==> src/rtl/inst_fetcher_pkg.sv <==
// Shared types and constants for the instruction fetcher and its cache.
// Address/data words are 32 bits; PCs are always word aligned.
package inst_fetcher_pkg;

    localparam int ADDR_W           = 32;
    localparam int DATA_W           = 32;
    localparam int ICACHE_IDX_W_DEF = 4;

    localparam logic TRUE  = 1'b1;
    localparam logic FALSE = 1'b0;

    typedef logic [ADDR_W-1:0] addr_type_t;
    typedef logic [DATA_W-1:0] data_type_t;

    typedef enum logic {
        RUN      = 1'b0,
        WAIT_MEM = 1'b1
    } fetch_state_e;

    // Sequential PC step; wraps naturally at 2**32.
    function automatic addr_type_t pc_next(input addr_type_t pc);
        return pc + addr_type_t'(4);
    endfunction

endpackage

==> src/rtl/inst_fetcher_icache.sv <==
// Direct-mapped instruction cache, one word per line: combinational lookup, one sync write port.
// Latency: read 0 cycles, write visible next cycle; no backpressure (always accepts a write).
// Only the valid bits are reset, so stale tag/data can never produce a hit.
module inst_fetcher_icache
    import inst_fetcher_pkg::*;
#(
    parameter int IDX_W = ICACHE_IDX_W_DEF
) (
    input  logic                  clk_i,
    input  logic                  rst_n_i,
    input  logic [ADDR_W-3:0]     rd_waddr_i,
    output logic                  hit_o,
    output data_type_t            rd_data_o,
    input  logic                  wr_en_i,
    input  logic [ADDR_W-3:0]     wr_waddr_i,
    input  data_type_t            wr_data_i
);

    localparam int NLINES = 2 ** IDX_W;
    localparam int TAG_W  = ADDR_W - 2 - IDX_W;

    logic [NLINES-1:0] valid_q;
    logic [TAG_W-1:0]  tag_q  [NLINES];
    data_type_t        data_q [NLINES];

    logic [IDX_W-1:0] rd_idx;
    logic [TAG_W-1:0] rd_tag;
    logic [IDX_W-1:0] wr_idx;
    logic [TAG_W-1:0] wr_tag;

    assign rd_idx = rd_waddr_i[IDX_W-1:0];
    assign rd_tag = rd_waddr_i[ADDR_W-3:IDX_W];
    assign wr_idx = wr_waddr_i[IDX_W-1:0];
    assign wr_tag = wr_waddr_i[ADDR_W-3:IDX_W];

    assign hit_o     = valid_q[rd_idx] && (tag_q[rd_idx] == rd_tag);
    assign rd_data_o = data_q[rd_idx];

    always_ff @(posedge clk_i) begin
        if (!rst_n_i) begin
            valid_q <= '0;
        end else if (wr_en_i) begin
            valid_q[wr_idx] <= TRUE;
        end
    end

    always_ff @(posedge clk_i) begin
        if (wr_en_i) begin
            tag_q[wr_idx]  <= wr_tag;
            data_q[wr_idx] <= wr_data_i;
        end
    end

endmodule

==> src/rtl/inst_fetcher.sv <==
// Instruction fetcher: icache lookup per PC, miss fill via memory controller, one-entry decoder slot.
// Latency: hit 1 cycle, miss fill latency + 2; rdy_in low freezes everything, a full slot without dec_ready stalls fetch.
// Redirects (rob_flush) win over everything except reset; an in-flight fill always completes to its latched address.
module inst_fetcher
    import inst_fetcher_pkg::*;
#(
    parameter int ICACHE_IDX_W = ICACHE_IDX_W_DEF
) (
    input  logic       clk_in,
    input  logic       rst_in,
    input  logic       rdy_in,
    output addr_type_t if_to_mc_PC,
    output logic       if_to_mc_ready,
    input  logic       mc_to_if_ready,
    input  data_type_t mc_to_if_inst,
    input  logic       dec_ready,
    output logic       if_to_dec_valid,
    output data_type_t if_to_dec_inst,
    output addr_type_t if_to_dec_PC,
    input  logic       rob_flush,
    input  addr_type_t rob_new_PC
);

    fetch_state_e state_q, state_d;
    addr_type_t   pc_q, pc_d;
    logic         mc_req_q, mc_req_d;
    addr_type_t   mc_pc_q, mc_pc_d;
    logic         dec_vld_q, dec_vld_d;
    data_type_t   dec_inst_q, dec_inst_d;
    addr_type_t   dec_pc_q, dec_pc_d;

    logic       cache_hit;
    data_type_t cache_data;
    logic       fill_we;
    logic       slot_free;

    inst_fetcher_icache #(
        .IDX_W (ICACHE_IDX_W)
    ) u_icache (
        .clk_i      (clk_in),
        .rst_n_i    (rst_in),
        .rd_waddr_i (pc_q[ADDR_W-1:2]),
        .hit_o      (cache_hit),
        .rd_data_o  (cache_data),
        .wr_en_i    (fill_we),
        .wr_waddr_i (mc_pc_q[ADDR_W-1:2]),
        .wr_data_i  (mc_to_if_inst)
    );

    assign slot_free = !dec_vld_q || dec_ready;

    always_comb begin
        state_d    = state_q;
        pc_d       = pc_q;
        mc_req_d   = mc_req_q;
        mc_pc_d    = mc_pc_q;
        dec_vld_d  = dec_vld_q;
        dec_inst_d = dec_inst_q;
        dec_pc_d   = dec_pc_q;
        fill_we    = FALSE;

        if (rdy_in) begin
            case (state_q)
                RUN: begin
                    if (rob_flush) begin
                        pc_d      = rob_new_PC;
                        dec_vld_d = FALSE;
                    end else if (slot_free) begin
                        if (cache_hit) begin
                            dec_vld_d  = TRUE;
                            dec_inst_d = cache_data;
                            dec_pc_d   = pc_q;
                            pc_d       = pc_next(pc_q);
                        end else begin
                            mc_req_d  = TRUE;
                            mc_pc_d   = pc_q;
                            state_d   = WAIT_MEM;
                            dec_vld_d = FALSE;
                        end
                    end
                end
                WAIT_MEM: begin
                    // The slot was emptied on entry; keep consume semantics anyway.
                    if (dec_ready) begin
                        dec_vld_d = FALSE;
                    end
                    if (rob_flush) begin
                        pc_d      = rob_new_PC;
                        dec_vld_d = FALSE;
                    end
                    if (mc_to_if_ready) begin
                        fill_we  = TRUE;
                        mc_req_d = FALSE;
                        state_d  = RUN;
                    end
                end
                default: begin
                    state_d = RUN;
                end
            endcase
        end
    end

    always_ff @(posedge clk_in) begin
        if (!rst_in) begin
            state_q    <= RUN;
            pc_q       <= '0;
            mc_req_q   <= FALSE;
            mc_pc_q    <= '0;
            dec_vld_q  <= FALSE;
            dec_inst_q <= '0;
            dec_pc_q   <= '0;
        end else begin
            state_q    <= state_d;
            pc_q       <= pc_d;
            mc_req_q   <= mc_req_d;
            mc_pc_q    <= mc_pc_d;
            dec_vld_q  <= dec_vld_d;
            dec_inst_q <= dec_inst_d;
            dec_pc_q   <= dec_pc_d;
        end
    end

    assign if_to_mc_PC     = mc_pc_q;
    assign if_to_mc_ready  = mc_req_q;
    assign if_to_dec_valid = dec_vld_q;
    assign if_to_dec_inst  = dec_inst_q;
    assign if_to_dec_PC    = dec_pc_q;

endmodule

==> config.mk <==
export PLATFORM = sky130hd
export DESIGN_NAME = inst_fetcher
export DESIGN_NICKNAME = d
export VERILOG_FILES = /design/src/rtl/inst_fetcher_pkg.sv /design/src/rtl/inst_fetcher_icache.sv /design/src/rtl/inst_fetcher.sv
export SDC_FILE = /design/constraint.sdc
export NUM_CORES = 1
export LEC_CHECK = 0
export BUFFER_PORTS_ARGS = -buffer_cell sky130_fd_sc_hd__buf_2
export CAP_MARGIN = 0
export CORE_MARGIN = 4
export CORE_UTILIZATION = 30
export DETAILED_ROUTE_END_ITERATION = 10
export HOLD_SLACK_MARGIN = 0.12
export SYNTH_ARGS = -nofsm -noshare
export SYNTH_HDL_FRONTEND = slang
export SYNTH_SLANG_ARGS = --single-unit
==> constraint.sdc <==
create_clock -name clk_in -period 8 [get_ports clk_in]
set_input_delay 1.2 -clock clk_in [delete_from_list [all_inputs] [get_ports clk_in]]
set_output_delay 1.2 -clock clk_in [all_outputs]
set_load 0.05 [all_outputs]
## After elaboration in Yosys (flattened, before gate mapping)

Memory sizes are Yosys's and may differ from the RTL's. A register that Yosys moved wholly into a read port is not among the register bits.
Index checks and enable logic that the tools add are counted.

| storage, ports and cells | value |
|---|---|
| bits in registers | 115 |
| bits in writable memories | 928 |
| input bits | 70 |
| output and inout bits | 98 |
| word-level logic and storage cells | 68 |
| memories | 2 |

Memory list:

| name | words | bits a word | read ports | clocked after memory_dff | write ports | RTL line | text |
|---|---|---|---|---|---|---|---|
| u_icache.data_q | 16 | 32 | 1 | 1 | 1 | inst_fetcher_icache.sv:24 | `data_type_t data_q [NLINES];` |
| u_icache.tag_q | 16 | 26 | 1 | 1 | 1 | inst_fetcher_icache.sv:23 | `logic [TAG_W-1:0] tag_q [NLINES];` |

| cells by class | value |
|---|---|
| add/subtract/negate cells | 1 |
| $lt $le $gt $ge | 3 |
| equality and inequality tests | 9 |
| mux-type cells | 32 |
| bitwise gates (word level) | 4 |
| reductions and logical operators | 10 |

Operator list:

| kind | number |
|---|---|
| $mux 32 | 4 |
| $pmux 32 s2 | 1 |
| $add 32x3->32 const B | 1 |
| $eq 26x26->1 | 1 |
| $mux 1 | 20 |
| $or 16x16->16 | 1 |
| $reduce_and 5->1 | 3 |
| $lt 4x5->1 const B | 2 |
| $ne 2x2->1 const B | 5 |
| $ne 3x3->1 const B | 3 |
| $mux 4 | 2 |
| $pmux 1 s2 | 3 |
| $bmux 1 s4 | 1 |
| $demux 1 s4 | 1 |
| $ge 4x1->1 const B | 1 |
| $reduce_and 4->1 | 1 |
| $not 1->1 | 3 |
| $reduce_and 3->1 | 1 |
| $logic_and 1x1->1 | 2 |
| $logic_not 1->1 | 2 |
| $logic_or 1x1->1 | 1 |

## Longest topological paths before layout

Gate-level depths: netlist of run 1.

| logic depth | value |
|---|---|
| word-level depth | 9 |
| gate-level depth with buffers | 16 |

## By module

Synthesis of run 1 repeated with hierarchy kept, for this count alone.

| unflattened totals | value |
|---|---|
| cell total of the unflattened synthesis | 2266 |
| area, all modules | 41965.2 um^2 |

By module, submodules not included:

| module | instances | cells an instance | area each (um^2) |
|---|---|---|---|
| inst_fetcher_icache | 1 | 1543 | 36352.4 |
| inst_fetcher | 1 | 723 | 5612.9 |

## Least setup slack after synthesis of run 1

OpenSTA, ideal clock, no wires.

| path | value |
|---|---|
| path type | input port to flip-flop |
| start point | in mc_to_if_ready |
| end point | mem u_icache.data_q[0][0] (netlist bit), enable pin |
| data arrival time | 5.692 ns |
| required time | 7.452 ns |
| path slack | 1.761 ns |
| stages | 3 |
| path through | nand3_1 -> or3_1 -> nor3_1 |

| between the ends | value |
|---|---|
| cells in the longest elaborated chain, start to end | 5 |

Ends and longest elaborated chain:

| item | RTL line | text |
|---|---|---|
| start, declared | inst_fetcher.sv:14 | `input logic mc_to_if_ready,` |
| $mux 1 | inst_fetcher.sv:91 | `if (mc_to_if_ready) begin` |
| $mux 1 | inst_fetcher.sv:63 | `case (state_q)` |
| $mux 1 | inst_fetcher.sv:62 | `if (rdy_in) begin` |
| $mux 1 | inst_fetcher_icache.sv:48 | `if (wr_en_i) begin` |
| $mux 1 (not written as such) | inst_fetcher_icache.sv:50 | `data_q[wr_idx] <= wr_data_i;` |
| end, declared | inst_fetcher_icache.sv:24 |  |

No other way between the ends.

==> impl_metrics.json, run 1 <==
{
  "outcome": "complete, no violations",
  "r2r_cells": 11,
  "tightestPinTransition_ps": 1110,
  "synth_edf_count": 928,
  "setup.worst_path.class": "register to register",
  "synth_cells": 2249,
  "ant_nets": 0,
  "die_w_um": 384,
  "place_ws_ps": 2780,
  "cts_setup_buffers": 0,
  "syn_to_final_growth_pct": 16.1,
  "finalSetupTns_ps": 0,
  "synth_cell_type_count": 75,
  "worstPathRequired_ps": 8590,
  "ys_ff_latch": 1079,
  "drive_above_1_share": 0.267,
  "clk_pin_slew_worst_paths_ps": 60,
  "irDropWorstVdd_uv": 213,
  "setup_violations": 0,
  "wirelength_um": 116000,
  "clock-root-buffer": "clkbuf_16",
  "cts_buffer_depth": 3,
  "num_io_pins": 168,
  "grt_max_degree": 82,
  "clk_latency_ps": 700,
  "fin_nets": 2514,
  "fin_worst_skew_ps": 53.6,
  "instances_no_fill": 4424,
  "pwr_density_cell_nw_per_um2": 240,
  "hold_violations": 0,
  "min_period_ps": 5360,
  "viasPerCell": 5.07,
  "core_um2": 140000,
  "yosysSeqAreaShare": 0.729,
  "grt.overflow.total": 0,
  "cts_max_level": 3,
  "min_path_type": "register to register",
  "start_util": 0.303,
  "period_share": 0.670,
  "crit_top_cell": "buf_4",
  "critPathMaxFanout": 49,
  "dpl.cell_count": 4207,
  "wire_per_inst_um": 26.3,
  "endpoint_kind": "register",
  "finalMaxSlewViolations": 0,
  "n_fill_cell": 13192,
  "cpPeakStageDelay_ps": 920,
  "hpwl_um": 67300,
  "critPathLaunchType": "register",
  "crit_chain": "buf_4, mux4_2, nand2_1, nand3_1, o21ai_0, a2111oi_0, o2111ai_1, nor4_2, nor2_2, buf_4, o211a_1",
  "cts.sinks": 1079,
  "p_leak_nw": 16.0,
  "drcViolationCount": 0,
  "placementRows": 137,
  "antenna_found_initial": 29,
  "arrival_ps": 5950,
  "relSlewSlack": 0.259,
  "rsz0062_at_grt": "false",
  "crit_cells": 11,
  "gp_congestion": 0.810,
  "ctsHoldBuffers": 0,
  "fmax_mhz": 187,
  "numCtsBuffers": 110,
  "firstDrtPassIters": 5,
  "critPathTopFamily": "compound AO/OA/AOI/OAI gates",
  "cts-resized-gates": 0,
  "critPathBufInv": 2,
  "grt_pass1_wl_um": 166000,
  "max_cap_viol_count": 0,
  "syn_avg_cell_area_um2": 18.8,
  "cts_tree": "yes",
  "synthArstFlopShare": 0,
  "grt_usage": 0.155,
  "r2r_setup_slack_ps": 2640,
  "ys.flop_type": "edfxtp_1",
  "hold_depth": 1,
  "port_buffers": 167,
  "worst_slack_ps": 2640,
  "yosysWarnings": 0,
  "vias": 22412,
  "die_height_um": 384,
  "slowest_stage": "a2111oi_0",
  "syn-num-nets": 2320,
  "drt_iter0_drc": 2476,
  "first_global_vias": 22386,
  "die_area_um2": 147000,
  "synth.cell_area_um2": 42400
}
synth_stat cells, drive strengths merged, types with 5 or more instances:
master,instances,share of area
mux2i,183,0.043
inv,12,0.0011
mux2,22,0.0058
nand4,7,0.0010
dfxtp,151,0.071
nand3b,5,0.00089
a211oi,7,0.0012
nor2,55,0.0049
o211ai,11,0.0019
buf,67,0.010
nor3,12,0.0015
o21ai,15,0.0018
o32ai,19,0.0039
o21a,18,0.0032
nor2b,74,0.011
and2,6,0.00089
o22ai,12,0.0018
nor4,7,0.0012
a221o,8,0.0019
xor2,8,0.0017
edfxtp,928,0.66
a221oi,5,0.0012
nand2,154,0.014
a21boi,6,0.0011
nand3,15,0.0018
xnor2,26,0.0054
a21oi,7,0.00083
or2,5,0.00074
o31ai,21,0.0038
mux4,229,0.12
or4,5,0.0011
clkbuf,73,0.0065
a22oi,16,0.0028
and3,6,0.00089
nand2b,8,0.0012
path summary, 6_finish.rpt:
kind | from | to
setup / recovery | register | pc_q[7]
hold / removal | u_icache.valid_q[3] | u_icache.valid_q[3]
setup reg to reg | register | pc_q[7]
hold reg to reg | u_icache.valid_q[3] | u_icache.valid_q[3]
state kept, by name, summed over array words and instances, names as in the netlist, named ones only:
name,flops
if_to_dec_valid,1
if_to_dec_inst,32
pc_q,32
u_icache.tag_q,416
if_to_mc_ready,1
if_to_mc_PC,32
u_icache.valid_q,16
state_q,1
u_icache.data_q,512
if_to_dec_PC,32
layer usage:
layer	wire length, um	GRT usage	vias to the layer above	share of wire
li1	-	-	9464	-
met1	48700	0.214	11925	0.42
met2	53900	0.243	841	0.46
met3	11300	0.0491	156	0.097
met4	2070	0.0310	26	0.018
met5	161	0	-	0.0014
per-stage QoR:
stage                     total power [W]  hold WS [ps]  utilization  instance area, um2
final                              0.0118           460        0.352               49200
after detailed placement          0.00668           446        0.325               45400
after global placement            0.00668           443        0.325               45400
after floorplan                   0.00651           435            -               42400
after CTS                          0.0119           463        0.351               49200
after global routing               0.0122           481        0.351               49200
power breakdown:
part           leakage, nW  internal (W)  total [W]  switching [W]
Combinational         3.80      0.000173   0.000420       0.000246
Clock                 1.82       0.00304    0.00523        0.00219
Sequential            10.4       0.00609    0.00614      0.0000523
area by class of cell:
cell class	instances	area (um2)	share of cell area
well taps	1876	2350	0.0477
repair buffers	222	1270	0.0258
clock inverters	62	694	0.0141
multi-input cells	1018	10900	0.221
flip-flops and latches	1079	30900	0.629
clock buffers	147	3040	0.0617
inverters	12	45.0	0.000916
diodes	8	20.0	0.000407
cell families after synthesis:
group	Yosys count	synth area share
fa+ha+maj	1	0.000295
compound gates	177	0.0321
xor+xnor	34	0.00703
simple gates	372	0.0431
buf+inv	152	0.0178
mux	434	0.171
flops	1079	0.729
worst reg2reg max path, stage by stage, from the launching register on:
cell and delay [ps]:
dfxtp_4 860, buf_4 720, mux4_2 350, nand2_1 70
nand3_1 120, o21ai_0 220, a2111oi_0 920, o2111ai_1 460
nor4_2 710, nor2_2 270, buf_4 300, o211a_1 250
cell usage in the layout, fill, tap and decap left out, types with 8 or more instances in the layout:
| cell type | netlist | final |
|---|---|---|
| mux2i_1 | 183 | 183 |
| a221o_1 | 8 | 8 |
| clkbuf_1 | 73 | 26 |
| diode_2 | 0 | 8 |
| a22oi_1 | 16 | 16 |
| nor2_1 | 55 | 42 |
| mux4_2 | 229 | 229 |
| xnor2_1 | 26 | 26 |
| clkbuf_16 | 0 | 113 |
| nand2_1 | 154 | 154 |
| buf_2 | 23 | 166 |
| o32ai_1 | 19 | 19 |
| nor2b_1 | 74 | 74 |
| clkinv_2 | 0 | 19 |
| dfxtp_1 | 151 | 143 |
| xor2_1 | 8 | 8 |
| buf_4 | 14 | 54 |
| o21a_1 | 18 | 18 |
| nand3_1 | 15 | 15 |
| clkbuf_8 | 0 | 8 |
| bufinv_16 | 0 | 11 |
| o211ai_1 | 11 | 11 |
| clkinv_1 | 0 | 15 |
| inv_1 | 11 | 11 |
| nand2b_1 | 8 | 8 |
| mux2_2 | 21 | 21 |
| o22ai_1 | 12 | 12 |
| o21ai_0 | 14 | 14 |
| edfxtp_1 | 928 | 928 |
| o31ai_1 | 20 | 20 |
| nor2_4 | 0 | 12 |
(Power assumes the default switching activity.)
==> inputs of run 2 (changes only) <==
--- a/config.mk
+++ b/config.mk
@@ -5,6 +5,7 @@
 export SDC_FILE = /design/constraint.sdc
 export NUM_CORES = 1
 export LEC_CHECK = 0
+export ABC_AREA = 1
 export BUFFER_PORTS_ARGS = -buffer_cell sky130_fd_sc_hd__buf_2
 export CAP_MARGIN = 0
 export CORE_MARGIN = 4
==> constraint.sdc (replaced) <==
create_clock -name clk_in -period 4.75 [get_ports clk_in]
set_input_delay 0.7125 -clock clk_in [delete_from_list [all_inputs] [get_ports clk_in]]
set_output_delay 0.7125 -clock clk_in [all_outputs]
set_load 0.05 [all_outputs]
==> run 2 against run 1 <==
Clock skew decreased by 30 ps. Synthesized cell count is 78% higher. Utilization fell by 0.45 points. Clock power rose by 64%. Critical path depth increased by 4. Power rose by 81%. Highest routed layer unchanged. Final cell count up 38%. Worst setup slack got worse by 2200 ps. Non-clock buffer count grew 23. Routed wire length grew 13%. Register-to-register slack lost 2200 ps. Combinational power increased to 5.1 times the previous value. Critical path type unchanged.
==> impl_metrics.json, run 2 <==
{
  "max_cap_viol_count": 0,
  "vias": 30617,
  "critPathMaxFanout": 56,
  "synth_cells": 3997,
  "largestRegisters": "u_icache.data_q x512, u_icache.tag_q x416",
  "cts_buffer_depth": 3,
  "viasPerCell": 5.01,
  "syn_to_final_growth_pct": 15.2,
  "firstDrtPassIters": 5,
  "r2r_cells": 15,
  "largest_reg_flops": 512,
  "outcome": "complete, no violations",
  "cts_setup_buffers": 0,
  "netSwitchingPower_w": 0.00538,
  "clk_latency_ps": 710,
  "synth_common_cells": "edfxtp_1 (928), nor2_1 (740), nand2_1 (699), o21ai_0 (399), nand3_1 (280)",
  "relSlewSlack": 0.177,
  "syn_avg_cell_area_um2": 11.0,
  "drive_above_1_share": 0.109,
  "synth.cell_area_um2": 43900,
  "yosysSeqAreaShare": 0.704,
  "ys.flop_type": "edfxtp_1",
  "p_seq_frac": 0.498,
  "n_fill_cell": 14290,
  "numCtsBuffers": 103,
  "holdPathEnd": "pc_q[0]",
  "placementRows": 140,
  "cts-resized-gates": 0,
  "mostFrequentLayoutCells": "edfxtp_1 (928), nor2_1 (721), nand2_1 (699), o21ai_0 (399), nand3_1 (280)",
  "port_buffers": 167,
  "clock-root-buffer": "clkbuf_16",
  "internal_power_w": 0.0160,
  "cts_max_level": 3,
  "synth_cell_type_count": 35,
  "die_area_um2": 152000,
  "worstPathRequired_ps": 5390,
  "postLayoutCoreUtil": 0.347,
  "instances_no_fill": 6115,
  "min_path_type": "primary input to register",
  "critPathBufInv": 1,
  "irDropWorstVdd_uv": 352,
  "use_met1": 0.244,
  "first_global_vias": 28144,
  "core_um2": 146000,
  "grtUsageMet3": 0.0553,
  "met2_usage": 0.237,
  "grt_usage": 0.167,
  "synth_edf_count": 928,
  "startpoint": "pc_q[3]",
  "start_util": 0.301,
  "fin_nets": 4172,
  "grt_pass1_wl_um": 190000,
  "rsz0062_at_grt": "false",
  "ant_nets": 0,
  "critPathLaunchType": "register",
  "num_io_pins": 168,
  "tightestPinTransition_ps": 1230,
  "synth.top_cell.area_share": 0.635,
  "slowest_stage": "dfxtp_4",
  "grt_max_degree": 217,
  "fmax_mhz": 231,
  "endpoint_kind": "register",
  "period_share": 0.912,
  "die_w_um": 390,
  "arrival_ps": 4980,
  "regMostFlops": "u_icache.data_q",
  "ys_ff_latch": 1079,
  "hpwl_um": 74900,
  "drcViolationCount": 0,
  "ff_latch_area_um2": 30900,
  "wirelength_um": 131000,
  "cts_tree": "yes",
  "clk_pin_slew_worst_paths_ps": 60,
  "r2r-end": "pc_q[30]",
  "min_period_ps": 4330,
  "critPathTopFamily": "simple AND/OR/NAND/NOR gates",
  "rr_startpoint": "pc_q[3]",
  "setup.worst_path.class": "register to register",
  "switching_share": 0.252,
  "hold_start": "rob_new_PC[0]",
  "cpPeakStageDelay_ps": 810,
  "hold_violations": 0,
  "dpl.cell_count": 5913,
  "cts.sinks": 1079,
  "pwr_density_cell_nw_per_um2": 423,
  "finalMaxSlewViolations": 0,
  "drt_iter0_drc": 3342,
  "synth_area_leaders": "edfxtp_1 (64%), dfxtp_1 (6.9%), nor2_1 (6.3%)",
  "multi_input_area_um2": 11200,
  "synth.most_common_cell": "edfxtp_1",
  "finalSetupTns_ps": 0,
  "crit_chain": "ha_1, inv_1, nor2_1, nand3_1, nor4_1, nand2_1, nor2_1, nand2_1, nor2_1, nand3_1, xor2_1, nand2_1, nand2_1, nor2_1, nor2_1",
  "hold_depth": 3,
  "top_usage_layer": "met1",
  "grt.overflow.total": 0,
  "syn-num-nets": 4068,
  "crit_top_cell": "nor2_1",
  "yosysWarnings": 0,
  "fin_worst_skew_ps": 23.4,
  "ctsHoldBuffers": 0,
  "r2r_setup_slack_ps": 420,
  "antenna_found_initial": 19,
  "comb_power_share": 0.100,
  "layout_commonest_cell": "edfxtp_1",
  "p_clk_frac": 0.402,
  "gp_congestion": 0.907,
  "p_leak_nw": 18.4,
  "setup_violations": 0,
  "wire_per_inst_um": 21.5,
  "synth_top_area_cell": "edfxtp_1",
  "die_height_um": 390,
  "synthArstFlopShare": 0
}
==> run 2: cell count changes in the layout (fill, tap and decap cells not counted), moves of 26 or more <==
cell,delta
nand2_1,+545
inv_1,+185
nor2b_1,-74
nor2_1,+679
o22ai_1,+93
a21oi_1,+32
mux2i_1,-176
o21ai_1,+48
xnor2_1,-26
o21ai_0,+385
mux4_2,-229
o211ai_1,+36
nand3_1,+265
==> run 2: power groups by stage <==
| stage | combinational, W | clock [W] | sequential (W) |
|---|---|---|---|
| floorplan | 0.00138 | 0 | 0.0108 |
| global placement | 0.00211 | 0 | 0.0108 |
| detailed placement | 0.00212 | 0 | 0.0108 |
| CTS | 0.00213 | 0.00871 | 0.0106 |
| global route | 0.00236 | 0.00911 | 0.0106 |
| finish | 0.00215 | 0.00858 | 0.0106 |
==> run 2: kinds of logic after synthesis <==
kind of cell             Yosys count  share of synthesized area
AO/OA/AOI/OAI                    677                     0.0857
adder cells (fa/ha/maj)            1                   0.000285
buffers and inverters            457                     0.0435
XOR/XNOR                          26                    0.00519
multiplexers                       7                    0.00160
AND/OR/NAND/NOR                 1750                      0.160
flip-flops                      1079                      0.704
==> run 2: cell type report <==
type                            instances  share of cell area
Sequential cell                      1079               0.612
Multi-Input combinational cell       2461               0.222
Clock buffer                          155              0.0615
Tap cell                             1917              0.0475
Timing Repair Buffer                  245              0.0321
Inverter                              211              0.0159
Clock inverter                         41             0.00921
Antenna cell                            6            0.000297
==> run 2: worst max path at each step <==
stage / endpoint / cells past startpoint
floorplan: u_icache.data_q[4][0] / 7
global placement: pc_q[30] / 15
detailed placement: pc_q[30] / 15
CTS: pc_q[30] / 15
global route: pc_q[30] / 15
finish: pc_q[30] / 15
==> run 2: worst register-to-register path, delay by kind of cell, from the launching register on <==
family | cells | cell delay (ps)
XOR/XNOR | 1 | 170
flip-flops | 1 | 810
buffers and inverters | 1 | 60
AND/OR/NAND/NOR | 12 | 2910
adder cells (fa/ha/maj) | 1 | 310
==> run 2: routing by layer <==
| metal | up-vias | routed length, um | part of all wire |
|---|---|---|---|
| met5 | - | 71 | 0.00054 |
| met4 | 10 | 3160 | 0.024 |
| met2 | 1427 | 54700 | 0.42 |
| li1 | 14074 | - | - |
| met1 | 14907 | 58100 | 0.44 |
| met3 | 199 | 15300 | 0.12 |
==> run 2: stage by stage <==
step | setup slack [ps] | power, W | hold WS, ps | cell area (um2)
2_1_floorplan | 162 | 0.0122 | 435 | 43900
3_3_place_gp | 710 | 0.0129 | 449 | 46900
3_5_place_dp | 703 | 0.0130 | 458 | 46900
4_1_cts | 668 | 0.0215 | 244 | 50500
5_1_grt | 257 | 0.0221 | 257 | 50500
6_report | 417 | 0.0214 | 285 | 50500
